### src/rtl/axi_slv_resp_engine_if.sv
// AXI slave response engine bus: AW/W/B/AR/R handshake signals.
// Ports: master drives valids/request fields, slave drives readies/responses.
interface axi_slv_resp_engine_if #(
  parameter int ID_W   = 4,
  parameter int ADDR_W = 32,
  parameter int DATA_W = 32
) ();
  logic              awvalid;
  logic              awready;
  logic [ID_W-1:0]   awid;
  logic [ADDR_W-1:0] awaddr;
  logic [3:0]        awlen;
  logic              wvalid;
  logic              wready;
  logic              wlast;
  logic              bvalid;
  logic              bready;
  logic [ID_W-1:0]   bid;
  logic [1:0]        bresp;
  logic              arvalid;
  logic              arready;
  logic [ID_W-1:0]   arid;
  logic [ADDR_W-1:0] araddr;
  logic [3:0]        arlen;
  logic              rvalid;
  logic              rready;
  logic [ID_W-1:0]   rid;
  logic [DATA_W-1:0] rdata;
  logic [1:0]        rresp;
  logic              rlast;

  modport master (
    output awvalid, awid, awaddr, awlen,
    output wvalid, wlast, bready,
    output arvalid, arid, araddr, arlen,
    output rready,
    input  awready, wready,
    input  bvalid, bid, bresp,
    input  arready,
    input  rvalid, rid, rdata, rresp, rlast
  );

  modport slave (
    input  awvalid, awid, awaddr, awlen,
    input  wvalid, wlast, bready,
    input  arvalid, arid, araddr, arlen,
    input  rready,
    output awready, wready,
    output bvalid, bid, bresp,
    output arready,
    output rvalid, rid, rdata, rresp, rlast
  );
endinterface

### src/rtl/axi_slv_resp_engine.sv
// AXI slave response engine: accepts AW/W/AR, returns B and address-pattern R.
// Ports: aclk, aresetn, bus (slave modport), wr_ostd/rd_ostd outstanding counts.
module axi_slv_resp_engine #(
  parameter int                    AXI_ADDR_W    = 32,
  parameter int                    AXI_ID_W      = 4,
  parameter int                    AXI_DATA_W    = 32,
  parameter int                    OSTD_NUM      = 4,
  parameter int                    READY_MODE    = 0,
  parameter logic [15:0]           LFSR_SEED     = 16'hACE1,
  parameter logic [AXI_ADDR_W-1:0] ERR_ADDR_BASE = {AXI_ADDR_W{1'b1}}
) (
  input  logic                      aclk,
  input  logic                      aresetn,
  axi_slv_resp_engine_if.slave      bus,
  output logic [$clog2(OSTD_NUM):0] wr_ostd,
  output logic [$clog2(OSTD_NUM):0] rd_ostd
);
  localparam int PW    = $clog2(OSTD_NUM);
  localparam int CW    = PW + 1;
  localparam int BYTES = AXI_DATA_W / 8;

  logic [15:0] lfsr;
  logic        gate_aw;
  logic        gate_w;
  logic        gate_ar;

  logic [AXI_ID_W-1:0] w_id   [OSTD_NUM];
  logic [3:0]          w_len  [OSTD_NUM];
  logic                w_aerr [OSTD_NUM];
  logic                w_derr [OSTD_NUM];
  logic [PW-1:0]       aw_ptr;
  logic [PW-1:0]       wd_ptr;
  logic [PW-1:0]       b_ptr;
  logic [CW-1:0]       dp_cnt;
  logic [CW-1:0]       bq_cnt;
  logic [3:0]          w_beat;

  logic [AXI_ID_W-1:0]   r_id   [OSTD_NUM];
  logic [AXI_ADDR_W-1:0] r_addr [OSTD_NUM];
  logic [3:0]            r_len  [OSTD_NUM];
  logic                  r_err  [OSTD_NUM];
  logic [PW-1:0]         ar_ptr;
  logic [PW-1:0]         r_ptr;
  logic [3:0]            r_beat;

  logic awready, wready, arready;
  logic bvalid, rvalid, rlast;
  logic aw_hs, w_hs, b_hs, ar_hs, r_hs;
  logic w_end, w_close, r_done;

  assign gate_aw = (READY_MODE == 0) ? 1'b1 : lfsr[0];
  assign gate_w  = (READY_MODE == 0) ? 1'b1 : lfsr[5];
  assign gate_ar = (READY_MODE == 0) ? 1'b1 : lfsr[10];

  // Full checks use registered counts only: a completion in
  // the same cycle does not open a slot until the next cycle.
  assign awready = aresetn && gate_aw && (wr_ostd < CW'(OSTD_NUM));
  assign wready  = aresetn && gate_w && (dp_cnt != '0);
  assign arready = aresetn && gate_ar && (rd_ostd < CW'(OSTD_NUM));
  assign bvalid  = (bq_cnt != '0);
  assign rvalid  = (rd_ostd != '0);
  assign rlast   = rvalid && (r_beat == r_len[r_ptr]);

  assign aw_hs = bus.awvalid && awready;
  assign w_hs  = bus.wvalid && wready;
  assign b_hs  = bvalid && bus.bready;
  assign ar_hs = bus.arvalid && arready;
  assign r_hs  = rvalid && bus.rready;

  // A burst closes on wlast or at its last expected beat.
  assign w_end   = (w_beat == w_len[wd_ptr]);
  assign w_close = w_hs && (bus.wlast || w_end);
  assign r_done  = r_hs && rlast;

  assign bus.awready = awready;
  assign bus.wready  = wready;
  assign bus.arready = arready;
  assign bus.bvalid  = bvalid;
  assign bus.bid     = w_id[b_ptr];
  assign bus.bresp   = (w_aerr[b_ptr] || w_derr[b_ptr]) ? 2'b10 : 2'b00;
  assign bus.rvalid  = rvalid;
  assign bus.rid     = r_id[r_ptr];
  assign bus.rresp   = r_err[r_ptr] ? 2'b10 : 2'b00;
  assign bus.rlast   = rlast;
  assign bus.rdata   = AXI_DATA_W'(r_addr[r_ptr])
                     + AXI_DATA_W'(r_beat) * AXI_DATA_W'(BYTES);

  always_ff @(posedge aclk or negedge aresetn) begin
    if (!aresetn) begin
      lfsr    <= LFSR_SEED;
      aw_ptr  <= '0;
      wd_ptr  <= '0;
      b_ptr   <= '0;
      dp_cnt  <= '0;
      bq_cnt  <= '0;
      w_beat  <= '0;
      wr_ostd <= '0;
      ar_ptr  <= '0;
      r_ptr   <= '0;
      r_beat  <= '0;
      rd_ostd <= '0;
      for (int i = 0; i < OSTD_NUM; i++) begin
        w_id[i]   <= '0;
        w_len[i]  <= '0;
        w_aerr[i] <= 1'b0;
        w_derr[i] <= 1'b0;
        r_id[i]   <= '0;
        r_addr[i] <= '0;
        r_len[i]  <= '0;
        r_err[i]  <= 1'b0;
      end
    end else begin
      lfsr <= {lfsr[0] ^ lfsr[2] ^ lfsr[3] ^ lfsr[5],
               lfsr[15:1]};

      if (aw_hs) begin
        w_id[aw_ptr]   <= bus.awid;
        w_len[aw_ptr]  <= bus.awlen;
        w_aerr[aw_ptr] <= (bus.awaddr >= ERR_ADDR_BASE);
        aw_ptr         <= aw_ptr + PW'(1);
      end

      if (w_hs) begin
        if (w_close) begin
          w_derr[wd_ptr] <= (bus.wlast != w_end);
          wd_ptr         <= wd_ptr + PW'(1);
          w_beat         <= '0;
        end else begin
          w_beat <= w_beat + 4'd1;
        end
      end

      if (b_hs) begin
        b_ptr <= b_ptr + PW'(1);
      end

      wr_ostd <= wr_ostd + CW'(aw_hs) - CW'(b_hs);
      dp_cnt  <= dp_cnt + CW'(aw_hs) - CW'(w_close);
      bq_cnt  <= bq_cnt + CW'(w_close) - CW'(b_hs);

      if (ar_hs) begin
        r_id[ar_ptr]   <= bus.arid;
        r_addr[ar_ptr] <= bus.araddr;
        r_len[ar_ptr]  <= bus.arlen;
        r_err[ar_ptr]  <= (bus.araddr >= ERR_ADDR_BASE);
        ar_ptr         <= ar_ptr + PW'(1);
      end

      if (r_hs) begin
        if (rlast) begin
          r_ptr  <= r_ptr + PW'(1);
          r_beat <= '0;
        end else begin
          r_beat <= r_beat + 4'd1;
        end
      end

      rd_ostd <= rd_ostd + CW'(ar_hs) - CW'(r_done);
    end
  end
endmodule

### src/flat_wrapper.sv
// flat-port wrapper written by rule: the top's interface ports become plain ports
module axi_slv_resp_engine_flat 
#(
  parameter int                    AXI_ADDR_W    = 32,
  parameter int                    AXI_ID_W      = 4,
  parameter int                    AXI_DATA_W    = 32,
  parameter int                    OSTD_NUM      = 4,
  parameter int                    READY_MODE    = 0,
  parameter logic [15:0]           LFSR_SEED     = 16'hACE1,
  parameter logic [AXI_ADDR_W-1:0] ERR_ADDR_BASE = {AXI_ADDR_W{1'b1}}
)
  (aclk, aresetn, wr_ostd, rd_ostd, bus_awvalid, bus_awid, bus_awaddr, bus_awlen, bus_wvalid, bus_wlast, bus_bready, bus_arvalid, bus_arid, bus_araddr, bus_arlen, bus_rready, bus_awready, bus_wready, bus_bvalid, bus_bid, bus_bresp, bus_arready, bus_rvalid, bus_rid, bus_rdata, bus_rresp, bus_rlast);
  axi_slv_resp_engine_if #(.ID_W(4), .ADDR_W(32), .DATA_W(32)) bus_i ();
  input  logic aclk;
  input  logic aresetn;
  output logic [$clog2(OSTD_NUM):0] wr_ostd;
  output logic [$clog2(OSTD_NUM):0] rd_ostd;
  input wire logic [$bits(bus_i.awvalid)-1:0] bus_awvalid;
  input wire logic [$bits(bus_i.awid)-1:0] bus_awid;
  input wire logic [$bits(bus_i.awaddr)-1:0] bus_awaddr;
  input wire logic [$bits(bus_i.awlen)-1:0] bus_awlen;
  input wire logic [$bits(bus_i.wvalid)-1:0] bus_wvalid;
  input wire logic [$bits(bus_i.wlast)-1:0] bus_wlast;
  input wire logic [$bits(bus_i.bready)-1:0] bus_bready;
  input wire logic [$bits(bus_i.arvalid)-1:0] bus_arvalid;
  input wire logic [$bits(bus_i.arid)-1:0] bus_arid;
  input wire logic [$bits(bus_i.araddr)-1:0] bus_araddr;
  input wire logic [$bits(bus_i.arlen)-1:0] bus_arlen;
  input wire logic [$bits(bus_i.rready)-1:0] bus_rready;
  output wire logic [$bits(bus_i.awready)-1:0] bus_awready;
  output wire logic [$bits(bus_i.wready)-1:0] bus_wready;
  output wire logic [$bits(bus_i.bvalid)-1:0] bus_bvalid;
  output wire logic [$bits(bus_i.bid)-1:0] bus_bid;
  output wire logic [$bits(bus_i.bresp)-1:0] bus_bresp;
  output wire logic [$bits(bus_i.arready)-1:0] bus_arready;
  output wire logic [$bits(bus_i.rvalid)-1:0] bus_rvalid;
  output wire logic [$bits(bus_i.rid)-1:0] bus_rid;
  output wire logic [$bits(bus_i.rdata)-1:0] bus_rdata;
  output wire logic [$bits(bus_i.rresp)-1:0] bus_rresp;
  output wire logic [$bits(bus_i.rlast)-1:0] bus_rlast;
  assign bus_i.awvalid = bus_awvalid;
  assign bus_i.awid = bus_awid;
  assign bus_i.awaddr = bus_awaddr;
  assign bus_i.awlen = bus_awlen;
  assign bus_i.wvalid = bus_wvalid;
  assign bus_i.wlast = bus_wlast;
  assign bus_i.bready = bus_bready;
  assign bus_i.arvalid = bus_arvalid;
  assign bus_i.arid = bus_arid;
  assign bus_i.araddr = bus_araddr;
  assign bus_i.arlen = bus_arlen;
  assign bus_i.rready = bus_rready;
  assign bus_awready = bus_i.awready;
  assign bus_wready = bus_i.wready;
  assign bus_bvalid = bus_i.bvalid;
  assign bus_bid = bus_i.bid;
  assign bus_bresp = bus_i.bresp;
  assign bus_arready = bus_i.arready;
  assign bus_rvalid = bus_i.rvalid;
  assign bus_rid = bus_i.rid;
  assign bus_rdata = bus_i.rdata;
  assign bus_rresp = bus_i.rresp;
  assign bus_rlast = bus_i.rlast;
  axi_slv_resp_engine #(.AXI_ADDR_W(AXI_ADDR_W), .AXI_ID_W(AXI_ID_W), .AXI_DATA_W(AXI_DATA_W), .OSTD_NUM(OSTD_NUM), .READY_MODE(READY_MODE), .LFSR_SEED(LFSR_SEED), .ERR_ADDR_BASE(ERR_ADDR_BASE)) u_core (.aclk(aclk), .aresetn(aresetn), .bus(bus_i), .wr_ostd(wr_ostd), .rd_ostd(rd_ostd));
endmodule
### config.mk
export PLATFORM = sky130hd
export DESIGN_NAME = axi_slv_resp_engine_flat
export DESIGN_NICKNAME = d
export VERILOG_FILES = /design/src/rtl/axi_slv_resp_engine_if.sv /design/src/rtl/axi_slv_resp_engine.sv /design/src/flat_wrapper.sv
export SDC_FILE = /design/constraint.sdc
export NUM_CORES = 1
export LEC_CHECK = 0
export CAP_MARGIN = 15
export CORE_MARGIN = 10
export CORE_UTILIZATION = 60
export CTS_CLUSTER_DIAMETER = 80
export DETAILED_ROUTE_END_ITERATION = 16
export PLACE_DENSITY = 0.85
export SYNTH_ARGS = -nofsm -noshare
export SYNTH_HDL_FRONTEND = slang
export SYNTH_SLANG_ARGS = --single-unit
### constraint.sdc
create_clock -name aclk -period 6 [get_ports aclk]
set_input_delay 1.2 -clock aclk [delete_from_list [all_inputs] [get_ports aclk]]
set_output_delay 1.2 -clock aclk [all_outputs]
set_load 0.01 [all_outputs]
==> run metrics, run 1 <==
Leak 5.98 nW; io pins 144; Seq/Total Area, Yosys 51.6%; Crit Path Max Fanout 10; worst hold-check path type reg2reg; Tot Pwr 0.00785 W; first-pass detailed-route iteration total 4; Post-Synthesis Cell Area 0.0114 mm²; Slew headroom 22.2%; Final HPWL DP 16700 µm; hold path depth 2; I/O Buffers 141; DRT Wirelength 24900 µm; # rows 50; sw frac 32.7%; Chip Width 158 µm; first-pass GRT wire length 40300 µm; sequential share of power 35.7%; R2R setup slack 2.41 ns; synth unique cells 49; CP required 4.80 ns; cells along the critical path mux4_2 -> ha_1 -> fa_1 -> a21o_1 -> a21oi_1 -> nand4b_4 -> nor2_1 -> xor2_1 -> clkdlybuf4s50_1; root buf cell clkbuf_16; unrepaired setup endpoints after global routing false; Clock Skews 0.00923 ns; DRC 0; multiplexer area fraction after synthesis 29.5%; clock-pin slew on the worst setup and hold paths 0.06 ns; Startpoint Class flop; final hold viol count 0; Vias 6986; largest family of logic cells by synthesized area multiplexers; Max-cap violations 0; placed cells 1137; reg2reg end u_core.dp_cnt[2]$_DFF_PN0_; Mean Syn Cell Area 14.4 µm²; post-cts hold buffer count 0; CP Capture Type primary output; CTS Buf Count 25; shortest period the worst path allows 4.94 ns; Clk pwr share 19.0%; Reg2Reg Launch Point u_core.wd_ptr[0]$_DFFE_PN0P_; combinational share of power 45.2%; WP data arrival 3.74 ns; pwr/cell area 571 mW/mm²; number of setup buffers added after CTS 0; Worst path top cell family by delay adder cells; Synth Register Bits 234; Post-synth EDFFs 0; Area growth, synth to finish 21.0%; Post-Syn Instances 789; worst skew pair latency 0.51 ns; CTS H-tree lvls 1; vias per cell 5.93; YS warnings 0; Crit Path Category reg2out; Top FF cell, synth dfrtp_1; outcome complete, no violations; effective utilization at floorplan 60.9%; fin util 73.7%; Resized cells post-CTS 0; 1st-iter DRT viols 319; Setup Viol. Count Final 0; Final period util 82.3%; initial antenna violation count 1; number of antenna-violating nets in the routed design 0; fin. max-slew vios 0; Tot GR Track Use 20.3%; Hold EP u_core.w_aerr[2]$_DFFE_PN0P_; GPL Wtd Cong 0.773; asr flop ratio synth 100%; grt ovf 0; Buf/Inv on CP 1; Core Footprint 0.0186 mm²; Max Freq 202 MHz; internal power of the cells 0.00528 W; simple-gate share of the synthesized area 6.70%; CTS tree done; worst-case reg-to-reg path depth 12; fin nets 1050; vias in the first global route 7772; share of layout cells above drive strength 1 31.9%; Compound-Gate Fraction of Synth Area 1.52%; Layout fillers 1207; most frequent cells in the layout dfrtp_1, mux2_2, clkdlybuf4s50_1; drt wl/cell 21.1 µm; final cell count without fillers 1179; Critical path origin u_core.r_ptr[0]$_DFFE_PN0P_; CP max-delay cell clkdlybuf4s50_1; most common cell after layout, fill and taps aside dfrtp_1; Least-Margin Pin Slew 1.16 ns; Peak VDD IR 0.307 mV; die area 0.0248 mm²; hold path startpoint u_core.w_aerr[2]$_DFFE_PN0P_; largest net degree at the start of global routing 176; setup_tns 0 ns; clk sink count 234; Synth Area in Adders 3.86%; # diodes 0; worst-case clock buffer depth 3; Die Y 158 µm; Hold WS 0.484 ns; critical path's largest stage delay 0.57 ns; xor and xnor area share after synthesis 4.09%; NetSw 0.00257 W
==> worst register-to-register path, cell delays in order, from the launching register on <==
cell and delay, ns:
dfrtp_1 0.56, mux4_2 0.56, xnor2_1 0.19, nand4_1 0.13, ha_1 0.26, nor2_1 0.53, ha_1 0.36, inv_1 0.06
ha_1 0.13, inv_1 0.05, fa_1 0.38, xnor2_1 0.19, xnor2_1 0.13
==> sequential cells by signal, indices dropped and copies added, names as in the netlist, 3 cells and up <==
| register | flops |
|---|---|
| u_core.wr_ostd | 3 |
| u_core.r_id | 16 |
| u_core.w_derr | 4 |
| u_core.r_err | 4 |
| u_core.rd_ostd | 3 |
| u_core.w_id | 16 |
| u_core.bq_cnt | 3 |
| u_core.r_addr | 128 |
| u_core.r_beat | 4 |
| u_core.r_len | 16 |
| u_core.dp_cnt | 3 |
| u_core.w_aerr | 4 |
| u_core.w_beat | 4 |
| u_core.w_len | 16 |
==> metrics by stage <==
stage | instance area (µm²) | setup WS, ns
2_1_floorplan | 11400 | 1.64
3_3_place_gp | 13000 | 1.63
3_5_place_dp | 13000 | 1.59
4_1_cts | 13700 | 1.02
5_1_grt | 13700 | 0.864
6_report | 13700 | 1.06
==> synthesized netlist by cell type, drive strengths merged, types with 2 or more instances <==
cell type,number,share of area (%)
fa,5,0.88
xnor2,28,2.2
nand4,23,1.5
clkbuf,6,0.20
o21ai,17,0.75
dfrtp,234,52
ha,27,3.0
mux4,49,10
nand3,10,0.44
nand2,43,1.4
and3,2,0.15
and2,6,0.35
mux2,196,19
nor2b,5,0.28
buf,30,1.6
nor4,10,0.88
a21oi,2,0.088
a21o,3,0.20
or3,2,0.11
inv,29,0.96
nor3,9,0.44
nor2,13,0.50
xor2,25,1.9
nand2b,3,0.17
==> power groups by stage <==
stage / sequential [W] / clock, W / combinational (W)
2_1_floorplan: 0.00262 / 0 / 0.00242
5_1_grt: 0.00289 / 0.00159 / 0.00384
3_5_place_dp: 0.00280 / 0 / 0.00358
3_3_place_gp: 0.00275 / 0 / 0.00346
6_report: 0.00280 / 0.00149 / 0.00355
4_1_cts: 0.00279 / 0.00151 / 0.00361
==> how the worst max path moves through the flow <==
stage,end,slack (ns),cells past startpoint
floorplan,bus_rdata[16],1.64,12
global placement,bus_rdata[20],1.63,9
detailed placement,bus_rdata[14],1.59,9
CTS,bus_rdata[14],1.02,9
global route,bus_rdata[14],0.86,9
finish,bus_rdata[14],1.06,9
==> routing by layer <==
metal / vias up / part of all wire (%) / global-route usage, %
li1: 3150 / - / -
met3: 40 / 6.1 / 4.50
met1: 3619 / 41 / 24.4
met2: 177 / 51 / 36.1
met5: - / 0 / 0
met4: 0 / 2.2 / 5.08
==> cell families (layout without fill, tap and decap cells) <==
family / Yosys count / count (layout)
muxes: 245 / 245
DFF: 234 / 234
and+or+nand+nor: 130 / 130
buffers and inverters: 65 / 220
xor gates and xnor gates: 53 / 53
adders and majority gates: 32 / 32
AOI/OAI and AO/OA: 29 / 29
other: 1 / 2
==> layout make-up <==
| type | count | area (µm²) | area share, % |
|---|---|---|---|
| Clock buffer | 34 | 699 | 5.09 |
| Tap cell | 234 | 293 | 2.13 |
| Multi-Input combinational cell | 491 | 5200 | 37.9 |
| Timing Repair Buffer | 149 | 1490 | 10.8 |
| Inverter | 29 | 109 | 0.792 |
| Sequential cell | 234 | 5860 | 42.6 |
| Clock inverter | 8 | 92.6 | 0.674 |
No activity file was read; power rests on OpenSTA's default activity.
==> inputs of run 2 (changes only) <==
- CORE_UTILIZATION: 60 -> 50
- PLACE_DENSITY: 0.85 -> 0.76
- clock period: 6 -> 4.2 ns (I/O delays scaled with it)
==> run 2 against run 1 <==
  * Wire length is 4.1% higher
  * Non-clock buffer count is 22 higher
  * Via count is 1.3% higher
  * Die area is 17% higher
  * Largest power group unchanged
  * Critical path type unchanged
  * Combinational power is 47% higher
==> run metrics, run 2 (synthesis results as in run 1) <==
Final Worst Setup Slack 0.0393 ns; Least-Margin Pin Slew 0.940 ns; drt wl/cell 20.6 µm; clock-pin slew on the worst setup and hold paths 0.06 ns; CP required 3.36 ns; final cell count without fillers 1257; fin nets 1074; vias per cell 5.63; Chip Width 171 µm; share of layout cells above drive strength 1 36.5%; Reg2Reg Launch Point u_core.r_ptr[0]$_DFFE_PN0P_; Leak 6.26 nW; GPL Wtd Cong 0.782; CTS H-tree lvls 1; footprint of the multi-input gates 0.00535 mm²; Area after DPL 0.0131 mm²; largest net degree at the start of global routing 76; shortest period the worst path allows 4.16 ns; worst slack at placement 0.112 ns; Tot GR Track Use 17.9%; final hold viol count 0; vias in the first global route 7605; DRC 0; Largest Register u_core.r_addr; max reg flops 128; CTS tree done; Area growth, synth to finish 24.3%; die area 0.0291 mm²; Final HPWL DP 16800 µm; 1st-iter DRT viols 506; first-pass GRT wire length 41400 µm; placed cells 1195; Startpoint Class flop; Buf/Inv on CP 4; # rows 55; Critical path origin u_core.r_ptr[0]$_DFFE_PN0P_; io pins 144; Core Footprint 0.0225 mm²; setup_tns 0 ns; WP data arrival 3.32 ns; Layout fillers 1696; I/O Buffers 141; Final period util 99.1%; cells along the critical path buf_6 -> mux4_2 -> ha_4 -> fa_2 -> a21o_1 -> a21oi_4 -> nand4b_4 -> buf_6 -> buf_6 -> nor3_4 -> xor2_1 -> buf_2; initial antenna violation count 4; outcome complete, no violations; most common cell after layout, fill and taps aside dfrtp_1; Tot Pwr 0.0113 W; clk sink count 234; CP Capture Type primary output; DRT Wirelength 25900 µm; effective utilization at floorplan 50.5%; worst-case clock buffer depth 3; grt ovf 0; most frequent cells in the layout dfrtp_1, mux2_2, clkdlybuf4s50_1; Crit Path Category reg2out; fin area 0.0141 mm²; Worst path most repeated cell buf_6; Crit Path Max Fanout 5; pwr/cell area 803 mW/mm²; root buf cell clkbuf_16; worst skew pair latency 0.52 ns; critical path's largest stage delay 0.52 ns; Slew headroom 37.3%; Clock Skews 0.0105 ns; R2R setup slack 0.86 ns; CTS Buf Count 25; worst hold-check path type in2async; Max-cap violations 0; CP max-delay cell mux4_2; Peak VDD IR 0.408 mV; post-cts hold buffer count 0; first-pass detailed-route iteration total 5; Register Area 0.00586 mm²; unrepaired setup endpoints after global routing true; Setup Viol. Count Final 0; fin. max-slew vios 0; Vias 7074; number of antenna-violating nets in the routed design 0; Max Freq 240 MHz; Worst path top cell family by delay adder cells; Die Y 171 µm
-- run 2: repair_timing --
item | 4_1_cts | 5_1_grt
setup buffers | 11 | 4
resized for setup | 50 | 37
gates cloned | 3 | 0
pin swaps | 3 | 4
endpoints found under the setup margin | 26 | 24
-- run 2: cell type report --
| type | count | share of cell area [%] |
|---|---|---|
| Clock buffer | 39 | 5.23 |
| Antenna cell | 2 | 0.0355 |
| Sequential cell | 234 | 41.5 |
| Tap cell | 285 | 2.53 |
| Multi-Input combinational cell | 493 | 37.9 |
| Clock inverter | 4 | 0.346 |
| Inverter | 29 | 0.771 |
| Timing Repair Buffer | 171 | 11.7 |
-- run 2: routing by layer --
metal | part of all wire (%) | vias up | GRT usage [%]
met5 | 0.13 | - | 0
met3 | 6.9 | 39 | 5.07
li1 | - | 3192 | -
met2 | 49 | 187 | 30.1
met1 | 42 | 3652 | 22.1
met4 | 2.4 | 4 | 5.19
-- run 2: stage by stage --
| step | util [%] | hold WS [ns] |
|---|---|---|
| floorplan | - | 0.439 |
| global placement | 58.1 | 0.459 |
| detailed placement | 58.1 | 0.460 |
| CTS | 62.5 | 0.0911 |
| global route | 62.7 | 0.0896 |
| finish | 62.7 | 0.107 |
-- run 2: worst paths after layout --
check | to | cells past startpoint
min reg2reg | u_core.bq_cnt[2]$_DFF_PN0_ | 1
max | bus_rdata[24] | 12
min in group aclk | u_core.bq_cnt[2]$_DFF_PN0_ | 1
max in group asynchronous | u_core.w_len[10]$_DFFE_PN0P_ | 3
max reg2reg | u_core.rd_ostd[2]$_DFF_PN0_ | 13
min | u_core.ar_ptr[1]$_DFFE_PN0P_ | 1
-- run 2: where the power goes --
| group | total (W) | switching, W | leakage (nW) | internal (W) |
|---|---|---|---|---|
| Clock | 0.00213 | 0.000870 | 0.387 | 0.00126 |
| Sequential | 0.00398 | 0.000651 | 2.88 | 0.00332 |
| Combinational | 0.00523 | 0.00227 | 3.00 | 0.00296 |
